`src/rtl/axi_slave_bridge.sv`:
```
// axi_slave_bridge: AXI3 slave that turns single-beat reads/writes into one
// system-bus access each; multi-beat bursts are answered with SLVERR and
// never reach the system bus. One transaction is in flight at a time.
module axi_slave_bridge #(
   parameter int AW = 32,
   parameter int DW = 32,
   parameter int IW = 4,
   parameter int LW = 4,
   parameter int TO = 32
) (
   input  logic            aclk_i,
   input  logic            arst_i,
   // write address channel
   input  logic [IW-1:0]   awid_i,
   input  logic [LW-1:0]   awlen_i,
   input  logic [2:0]      awsize_i,
   input  logic [1:0]      awburst_i,
   input  logic [AW-1:0]   awaddr_i,
   input  logic [3:0]      awcache_i,
   input  logic [2:0]      awprot_i,
   input  logic [1:0]      awlock_i,
   input  logic            awvalid_i,
   output logic            awready_o,
   // write data channel
   input  logic [DW-1:0]   wdata_i,
   input  logic [DW/8-1:0] wstrb_i,
   input  logic            wlast_i,
   input  logic            wvalid_i,
   output logic            wready_o,
   // write response channel
   output logic [IW-1:0]   bid_o,
   output logic [1:0]      bresp_o,
   output logic            bvalid_o,
   input  logic            bready_i,
   // read address channel
   input  logic [IW-1:0]   arid_i,
   input  logic [LW-1:0]   arlen_i,
   input  logic [2:0]      arsize_i,
   input  logic [1:0]      arburst_i,
   input  logic [AW-1:0]   araddr_i,
   input  logic [3:0]      arcache_i,
   input  logic [2:0]      arprot_i,
   input  logic [1:0]      arlock_i,
   input  logic            arvalid_i,
   output logic            arready_o,
   // read data channel
   output logic [IW-1:0]   rid_o,
   output logic [DW-1:0]   rdata_o,
   output logic [1:0]      rresp_o,
   output logic            rlast_o,
   output logic            rvalid_o,
   input  logic            rready_i,
   // system register bus
   output logic [AW-1:0]   sys_addr_o,
   output logic [DW-1:0]   sys_wdata_o,
   output logic [DW/8-1:0] sys_sel_o,
   output logic            sys_wen_o,
   output logic            sys_ren_o,
   input  logic [DW-1:0]   sys_rdata_i,
   input  logic            sys_err_i,
   input  logic            sys_ack_i
);
   localparam int CW = (TO > 1) ? $clog2(TO) : 1;
   localparam logic [CW-1:0] TO_LAST = CW'(TO - 1);
   localparam logic [1:0] RESP_OKAY   = 2'b00;
   localparam logic [1:0] RESP_SLVERR = 2'b10;

   typedef enum logic [2:0] {IDLE, WDAT, WSYS, WDRN, WRSP, RSYS, RERR, RRSP} state_t;

   state_t         state_reg, state_next;
   logic [IW-1:0]  id_reg;
   logic [LW-1:0]  len_reg;
   logic [LW-1:0]  beat_reg;
   logic [CW-1:0]  tmo_cnt_reg;
   logic           in_idle, in_sys, tmo_hit;
   logic           aw_hs, ar_hs, w_hs;

   // Size/burst type and sideband attributes carry no meaning for a single-access bus.
   logic unused_sideband;
   assign unused_sideband = ^{awsize_i, awburst_i, awcache_i, awprot_i, awlock_i,
                              arsize_i, arburst_i, arcache_i, arprot_i, arlock_i};

   // Ready signals are pure state decodes; write takes priority over read in IDLE.
   assign in_idle   = (state_reg == IDLE) && !arst_i;
   assign awready_o = in_idle;
   assign arready_o = in_idle && !awvalid_i;
   assign wready_o  = !arst_i && ((state_reg == WDAT) || (state_reg == WDRN));
   assign aw_hs     = awvalid_i && awready_o;
   assign ar_hs     = arvalid_i && arready_o;
   assign w_hs      = wvalid_i && wready_o;
   assign in_sys    = (state_reg == WSYS) || (state_reg == RSYS);
   // An ack arriving in the last allowed cycle takes precedence over the timeout.
   assign tmo_hit   = in_sys && !sys_ack_i && (tmo_cnt_reg == TO_LAST);

   // State register.
   always_ff @(posedge aclk_i) begin
      if (arst_i) state_reg <= IDLE;
      else        state_reg <= state_next;
   end

   // Next-state decode.
   always_comb begin
      state_next = state_reg;
      case (state_reg)
         IDLE: begin
            if (aw_hs)      state_next = (awlen_i == '0) ? WDAT : WDRN;
            else if (ar_hs) state_next = (arlen_i == '0) ? RSYS : RERR;
         end
         WDAT:    if (w_hs)                      state_next = WSYS;
         WSYS:    if (sys_ack_i || tmo_hit)      state_next = WRSP;
         WDRN:    if (w_hs && wlast_i)           state_next = WRSP;
         WRSP:    if (bready_i)                  state_next = IDLE;
         RSYS:    if (sys_ack_i || tmo_hit)      state_next = RRSP;
         RRSP:    if (rready_i)                  state_next = IDLE;
         RERR:    if (rready_i && (beat_reg == len_reg)) state_next = IDLE;
         default: state_next = IDLE;
      endcase
   end

   // Ack timeout counter: zero outside a system access, counts waiting cycles inside one.
   always_ff @(posedge aclk_i) begin
      if (arst_i || !in_sys || sys_ack_i) tmo_cnt_reg <= '0;
      else                                tmo_cnt_reg <= tmo_cnt_reg + CW'(1);
   end

   // Request latching, system-bus strobes and AXI response registers.
   always_ff @(posedge aclk_i) begin
      if (arst_i) begin
         id_reg      <= '0;
         len_reg     <= '0;
         beat_reg    <= '0;
         sys_addr_o  <= '0;
         sys_wdata_o <= '0;
         sys_sel_o   <= '0;
         sys_wen_o   <= 1'b0;
         sys_ren_o   <= 1'b0;
         bid_o       <= '0;
         bresp_o     <= RESP_OKAY;
         bvalid_o    <= 1'b0;
         rid_o       <= '0;
         rdata_o     <= '0;
         rresp_o     <= RESP_OKAY;
         rlast_o     <= 1'b0;
         rvalid_o    <= 1'b0;
      end else begin
         sys_wen_o <= 1'b0;
         sys_ren_o <= 1'b0;

         if (aw_hs) begin
            id_reg     <= awid_i;
            len_reg    <= awlen_i;
            sys_addr_o <= awaddr_i;
         end else if (ar_hs) begin
            id_reg     <= arid_i;
            len_reg    <= arlen_i;
            sys_addr_o <= araddr_i;
            beat_reg   <= '0;
            if (arlen_i == '0) begin
               sys_ren_o <= 1'b1;
            end else begin
               // Burst read: start streaming error beats straight away.
               rid_o    <= arid_i;
               rdata_o  <= '0;
               rresp_o  <= RESP_SLVERR;
               rlast_o  <= 1'b0;
               rvalid_o <= 1'b1;
            end
         end

         if ((state_reg == WDAT) && w_hs) begin
            sys_wdata_o <= wdata_i;
            sys_sel_o   <= wstrb_i;
            sys_wen_o   <= 1'b1;
         end

         if ((state_reg == WSYS) && (sys_ack_i || tmo_hit)) begin
            bid_o    <= id_reg;
            bresp_o  <= (sys_ack_i && !sys_err_i) ? RESP_OKAY : RESP_SLVERR;
            bvalid_o <= 1'b1;
         end else if ((state_reg == WDRN) && w_hs && wlast_i) begin
            bid_o    <= id_reg;
            bresp_o  <= RESP_SLVERR;
            bvalid_o <= 1'b1;
         end else if ((state_reg == WRSP) && bready_i) begin
            bvalid_o <= 1'b0;
         end

         if ((state_reg == RSYS) && (sys_ack_i || tmo_hit)) begin
            rid_o    <= id_reg;
            rdata_o  <= sys_ack_i ? sys_rdata_i : '0;
            rresp_o  <= (sys_ack_i && !sys_err_i) ? RESP_OKAY : RESP_SLVERR;
            rlast_o  <= 1'b1;
            rvalid_o <= 1'b1;
         end else if ((state_reg == RRSP) && rready_i) begin
            rvalid_o <= 1'b0;
            rlast_o  <= 1'b0;
         end else if ((state_reg == RERR) && rready_i) begin
            if (beat_reg == len_reg) begin
               rvalid_o <= 1'b0;
               rlast_o  <= 1'b0;
            end else begin
               beat_reg <= beat_reg + LW'(1);
               rlast_o  <= ((beat_reg + LW'(1)) == len_reg);
            end
         end
      end
   end

endmodule

```
`config.mk`:
```
export PLATFORM = sky130hd
export DESIGN_NAME = axi_slave_bridge
export DESIGN_NICKNAME = d
export VERILOG_FILES = /design/src/rtl/axi_slave_bridge.sv
export SDC_FILE = /design/constraint.sdc
export NUM_CORES = 1
export LEC_CHECK = 0
export BUFFER_PORTS_ARGS = -buffer_cell sky130_fd_sc_hd__buf_2
export CAP_MARGIN = 10
export CORE_AREA = 2 2 120 122
export CTS_BUF_LIST = sky130_fd_sc_hd__clkbuf_16
export DETAILED_ROUTE_END_ITERATION = 7
export DIE_AREA = 0 0 122 124
export PLACE_DENSITY = 0.73
export SLEW_MARGIN = 5
export SYNTH_ARGS = -nofsm -noshare
export SYNTH_HDL_FRONTEND = slang
export SYNTH_SLANG_ARGS = --single-unit
```
`constraint.sdc`:
```
create_clock -name aclk_i -period 3.65 [get_ports aclk_i]
set_input_delay 0.1825 -clock aclk_i [delete_from_list [all_inputs] [get_ports aclk_i]]
set_output_delay 0.1825 -clock aclk_i [all_outputs]
set_load 0.01 [all_outputs]
```
==> Word level (Yosys, flattened, before mapping) <==
Cells that the tools add are included.
{ "op_classes": {"n_addsub": 2, "n_eq_ne": 22, "n_mux": 61, "bitwise": 1, "n_reduce_logical": 41} }
{ "op_table": {"columns": ["cell", "n"], "rows": [
  ["$mux 32", 7],
  ["$mux 4", 16],
  ["$mux 3", 9],
  ["$pmux 3 s8", 1],
  ["$logic_and 1x1->1", 19],
  ["$mux 1", 19],
  ["$mux 2", 9],
  ["$eq 3x3->1 const B", 4],
  ["$ne 2x2->1 const B", 5],
  ["$eq 4x4->1", 2],
  ["$logic_not 4->1", 2],
  ["$ne 2x1->1 const B", 4],
  ["$ne 4x1->1 const B", 2],
  ["$reduce_and 8->1", 1],
  ["$eq 3x2->1 const B", 2],
  ["$reduce_and 3->1", 2],
  ["$reduce_bool 2->1", 3],
  ["$add 5x1->5 const B", 1],
  ["$eq 5x5->1 const B", 1],
  ["$logic_not 1->1", 5],
  ["$logic_or 1x1->1", 5],
  ["$add 4x1->4 const B", 1],
  ["$reduce_bool 4->1", 1],
  ["$eq 3x1->1 const B", 1],
  ["other kinds (5)", 5]
]} }
{ "word_totals": {"register_bits": 137, "inputBits": 186, "out_inout_bits": 120, "elab_cells": 145} }

==> Longest topological paths before layout <==
{ "logic_depth": {"depth_word": 10, "ltp_mapped": 9, "mapped_depth_nobuf": 8} }

==> Least setup slack after synthesis <==
Ideal clock, no wire load.
{ "synth_timing": {"path_type": "reg-to-reg", "from": "register state_reg[1]", "to": "register rdata_o[0]", "setup_ps": 128, "arrival_ps": 1873, "t_required_ps": 3522, "slack_ps": 1650, "stages_incl_launch_ff": 8, "path_buffers": 2, "synth_period_minus_slack_ps": 2000, "path_cell_list": "dfxtp_1 buf_6 or4_4 nor3b_4 a21oi_4 clkbuf_8 a22oi_1 nor2_1"} }
{ "synth_between": {"elab_chain_cells": 8, "elab_cells_between_ends": 17, "cone_classes": "eq/ne: 4; mux: 1; reduce/logical: 12"} }
{ "synth_rtl": {"columns": ["element", "line_no", "source"], "rows": [
  ["start, declared", "70", "state_t state_reg, state_next;"],
  ["start signal, assigned", "98", "else state_reg <= state_next;"],
  ["$eq 3x2->1 or $eq 3x3->1 (tied branches)", "91, 188", null],
  ["$logic_or 1x1->1", "91", "assign in_sys = (state_reg == WSYS) || (state_reg == RSYS);"],
  ["$logic_and 1x1->1 (2 in series)", "93", "assign tmo_hit = in_sys && !sys_ack_i && (tmo_cnt_reg == TO_LAST);"],
  ["$logic_or 1x1->1", "188", "if ((state_reg == RSYS) && (sys_ack_i || tmo_hit)) begin"],
  ["$logic_and 1x1->1", "188", null],
  ["$ne 2x1->1 (no source line) or $reduce_bool 2->1 (tied branches)", null, null],
  ["$reduce_and 3->1 (no source line)", null, null],
  ["end signal, assigned", "190", "rdata_o <= sys_ack_i ? sys_rdata_i : '0;"],
  ["end, declared", "48", "output logic [DW-1:0] rdata_o,"]
]} }
Several ways; a longest one is shown, not always the timed one.
A chain may end at the register's enable or synchronous reset.

==> Worst setup path after layout <==
{ "layout_timing": {"from": "register state_reg[1]", "to": "register sys_addr_o[4]"} }
{ "layout_between": {"elab_chain_cells": 5, "elab_cells_between_ends": 7, "cone_classes": "mux: 1; reduce/logical: 6"} }
{ "layout_rtl": {"columns": ["element", "line_no", "source"], "rows": [
  ["$logic_not 3->1 *", "84", "assign in_idle = (state_reg == IDLE) && !arst_i;"],
  ["$logic_and 1x1->1 *", "84", null],
  ["$logic_and 1x1->1", "86", "assign arready_o = in_idle && !awvalid_i;"],
  ["$logic_and 1x1->1", "89", "assign ar_hs = arvalid_i && arready_o;"],
  ["$reduce_bool 2->1 (no source line)", null, null],
  ["end signal, assigned", "152", "sys_addr_o <= awaddr_i;"],
  ["end signal, assigned", "156", "sys_addr_o <= araddr_i;"],
  ["end, declared", "54", "output logic [AW-1:0] sys_addr_o,"]
]} }
Mark *: on every way between the ends. The rest lies on a longest branch, timed or not.

==> flow_summary.yaml <==
critical_path:
  cp_max_fo: 32
  critPathTopFamily: "simple AND/OR/NAND/NOR gates"
  crit_arrival_ns: 2.97
  start_kind: "flip-flop"
  reg2reg_depth: 5
  crit_cells: 5
  path_cells: "or4_4 -> nor3b_4 -> buf_4 -> nand2_1 -> a311oi_1"
  cp.buffers_inverters: 1
  slowest_stage: "nor3b_4"
  path_class: "flip-flop to flip-flop"
  required_ns: 3.95
  end_kind: "flip-flop"
  cpPeakStageDelay_ns: 0.63
sta:
  period_needed_ns: 2.670
  hold_viol: 0
  rsz0062_at_grt: "no"
  fmax_mhz: 374.5
  clock_skew_ns: 0.006616
  fin_crit_sh_pct: 73.16
  finalSetupTns_ns: 0
  slew_headroom_pct: 38.91
  worst_slew_pin_slew_ns: 0.9143
  setup_viol: 0
  fin_ws_ns: 0.9796
  slew_viol_final: 0
clock_tree:
  clkSinkCount: 135
  cts_buffers: 17
  post_cts_resized: 0
  cts_setup_buffers: 0
  htree_num_levels: 4
  path_clk_slew_ns: 0.05
  cts_buffer_depth: 2
  clock_latency_ns: 0.41
  cts_hold_buf: 35
  cts-root-buf: "clkbuf_16"
  cts_tree: "yes"
route:
  initialDrtViolationCount: 286
  drc: 0
  vias: 5579
  drt-vias-per-instance: 4.950
  drt-wirelength-per-cell_um: 14.62
  ant_nets: 0
  wirelength_um: 16480
  drtPass1Iterations: 4
global_routing:
  grt_use_met3_pct: 8.471
  grt_usage_pct: 21.23
  grt_pass1_wl_um: 25190
  overflow: 0
  grt_use_met2_pct: 34.85
  antenna_found_initial: 1
  grt_max_degree: 68
  met1_usage_pct: 25.03
  grt_pass1_vias: 5087
  top_usage_layer: "met2"
synth:
  ys_top_cells_by_area: "dfxtp_1 49%, nand2_1 10%, nor2_1 6.1%"
  synth.distinct_cells: 53
  synth-seq-cells: 135
  ys_warn_count: 0
  netlist_area_um2: 5493
  synth_enable_flop_cells: 0
  yosys.area.top_type_share_pct: 49.20
  avgSynthCellArea_um2: 8.450
  synth_top_area_cell: "dfxtp_1"
  async_flop_share_pct: 0
  netlist_instances: 650
  ys_seq_area_share_pct: 49.20
  synth_ff_type: "dfxtp_1"
pwr:
  ir_drop_mv: 0.2728
  power_density_nw_per_um2: 546.4
  leakage_uw: 0.003495
place:
  pre_cts_ws_ns: 0.9934
  io_buffers: 275
  dp.cells: 1060
  hpwl_um: 11170
  gp_congestion: 0.7965
  dpl-instance-area_um2: 6872
finish:
  fill_cells: 1265
  multi_input_area_um2: 2501
  layout-drive-gt1-share_pct: 34.14
  area_growth_pct: 41.91
  final_net_count: 1123
  final-seq-area_um2: 2703
  fin_cells: 1127
  design_area_um2: 7795
  reg_top3: "rdata_o: 32 flops, sys_addr_o: 32 flops, sys_wdata_o: 32 flops"
hold_path:
  min_path_type: "input pin to flip-flop"
  min_delay_path_depth: 3
floorplanning:
  rows: 43
  ios: 306
  core-area_um2: 13720
  fp.dieW_um: 122
  die_h_um: 124
  initial_core_util_pct: 40.04
  die_area_um2: 15130
run:
  drv_cap: 0
status:
  outcome: "finished clean"
==> area by class of cell <==
| class | instances | area share, % |
|---|---|---|
| Sequential cell | 135 | 34.67 |
| Tap cell | 180 | 2.889 |
| Timing Repair Buffer | 317 | 22.86 |
| Clock inverter | 14 | 1.862 |
| Clock buffer | 17 | 5.457 |
| Antenna cell | 1 | 0.03210 |
| Multi-Input combinational cell | 460 | 32.09 |
| Inverter | 3 | 0.1445 |
==> through the flow <==
stage / utilization, % / hold WS [ns] / total power, µW
3_3_place_gp: 50.09 / 0.4166 / 2590
5_1_grt: 56.80 / 0.0001384 / 4487
3_5_place_dp: 50.09 / 0.4281 / 2599
4_1_cts: 56.80 / 0.0003484 / 4292
2_1_floorplan: - / 0.3185 / 2310
6_report: 56.82 / 0.01367 / 4259
==> kinds of logic (layout without fill, tap and decap cells) <==
group	Yosys count	in the layout	synth area share, %
and+or+nand+nor	283	283	21.55
AOI/OAI and AO/OA	154	154	20.07
DFF	135	135	49.20
buffers and inverters	56	351	5.376
xor gates and xnor gates	10	10	1.594
muxes	8	8	1.458
adders and majority gates	3	3	0.6834
other	1	3	0.06827
==> placed cells by master, fill, tap and decap left out, drive strengths merged, types with 2 or more instances in the layout <==
cell and count:
buf 282, nand2 151, dfxtp 135, nor2 90
a21oi 57, a22oi 40, dlygate4sd3 35, a311oi 32
clkbuf 17, nand3 9, mux2i 8, inv 7
a211oi 7, clkinv 7, xnor2 5, xor2 5
o21ai 5, nand2b 4, and2 4, nor3 4
nor2b 4, ha 3, bufinv 3, nor4 2
or2b 2, nand3b 2, or3 2, and3b 2
nand4 2, a31oi 2, conb 2, or4 2
nor3b 2
==> synth_stat cells, types with 5 or more instances <==
cell	number
xnor2_1	5
a22oi_1	40
nand3_1	9
nor2_1	89
xor2_1	5
a211oi_2	5
nand2_1	151
dfxtp_1	135
a311oi_1	31
clkbuf_1	35
buf_6	7
mux2i_1	8
a21oi_1	56
o21ai_0	5
==> metal layers <==
layer	part of all wire, %	routed length (µm)	vias up
met2	46	7605	225
met5	0	0	-
met3	10	1654	22
met4	1.7	278	0
li1	-	-	2806
met1	42	6938	2526
==> power by group <==
group | total (µW) | switching, µW | internal [µW]
logic | 867 | 490 | 377
clock network | 1660 | 609 | 1050
registers | 1730 | 116 | 1620
total | 4260 | 1210 | 3040
==> final timing paths <==
check	start	to	slack, ns
min	sys_rdata_i[25]	rdata_o[25]	0.01
max reg2reg	state_reg[1]	sys_addr_o[4]	0.98
max	state_reg[1]	sys_addr_o[4]	0.98
min reg2reg	sys_wdata_o[31]	sys_wdata_o[31]	0.45
==> worst min-delay path: cells and delay by family <==
kind,cells,cell delay [ns]
compound gates,1,0.05
buf+inv,1,0.08
simple gates,1,0.07
(Power assumes the default switching activity.)
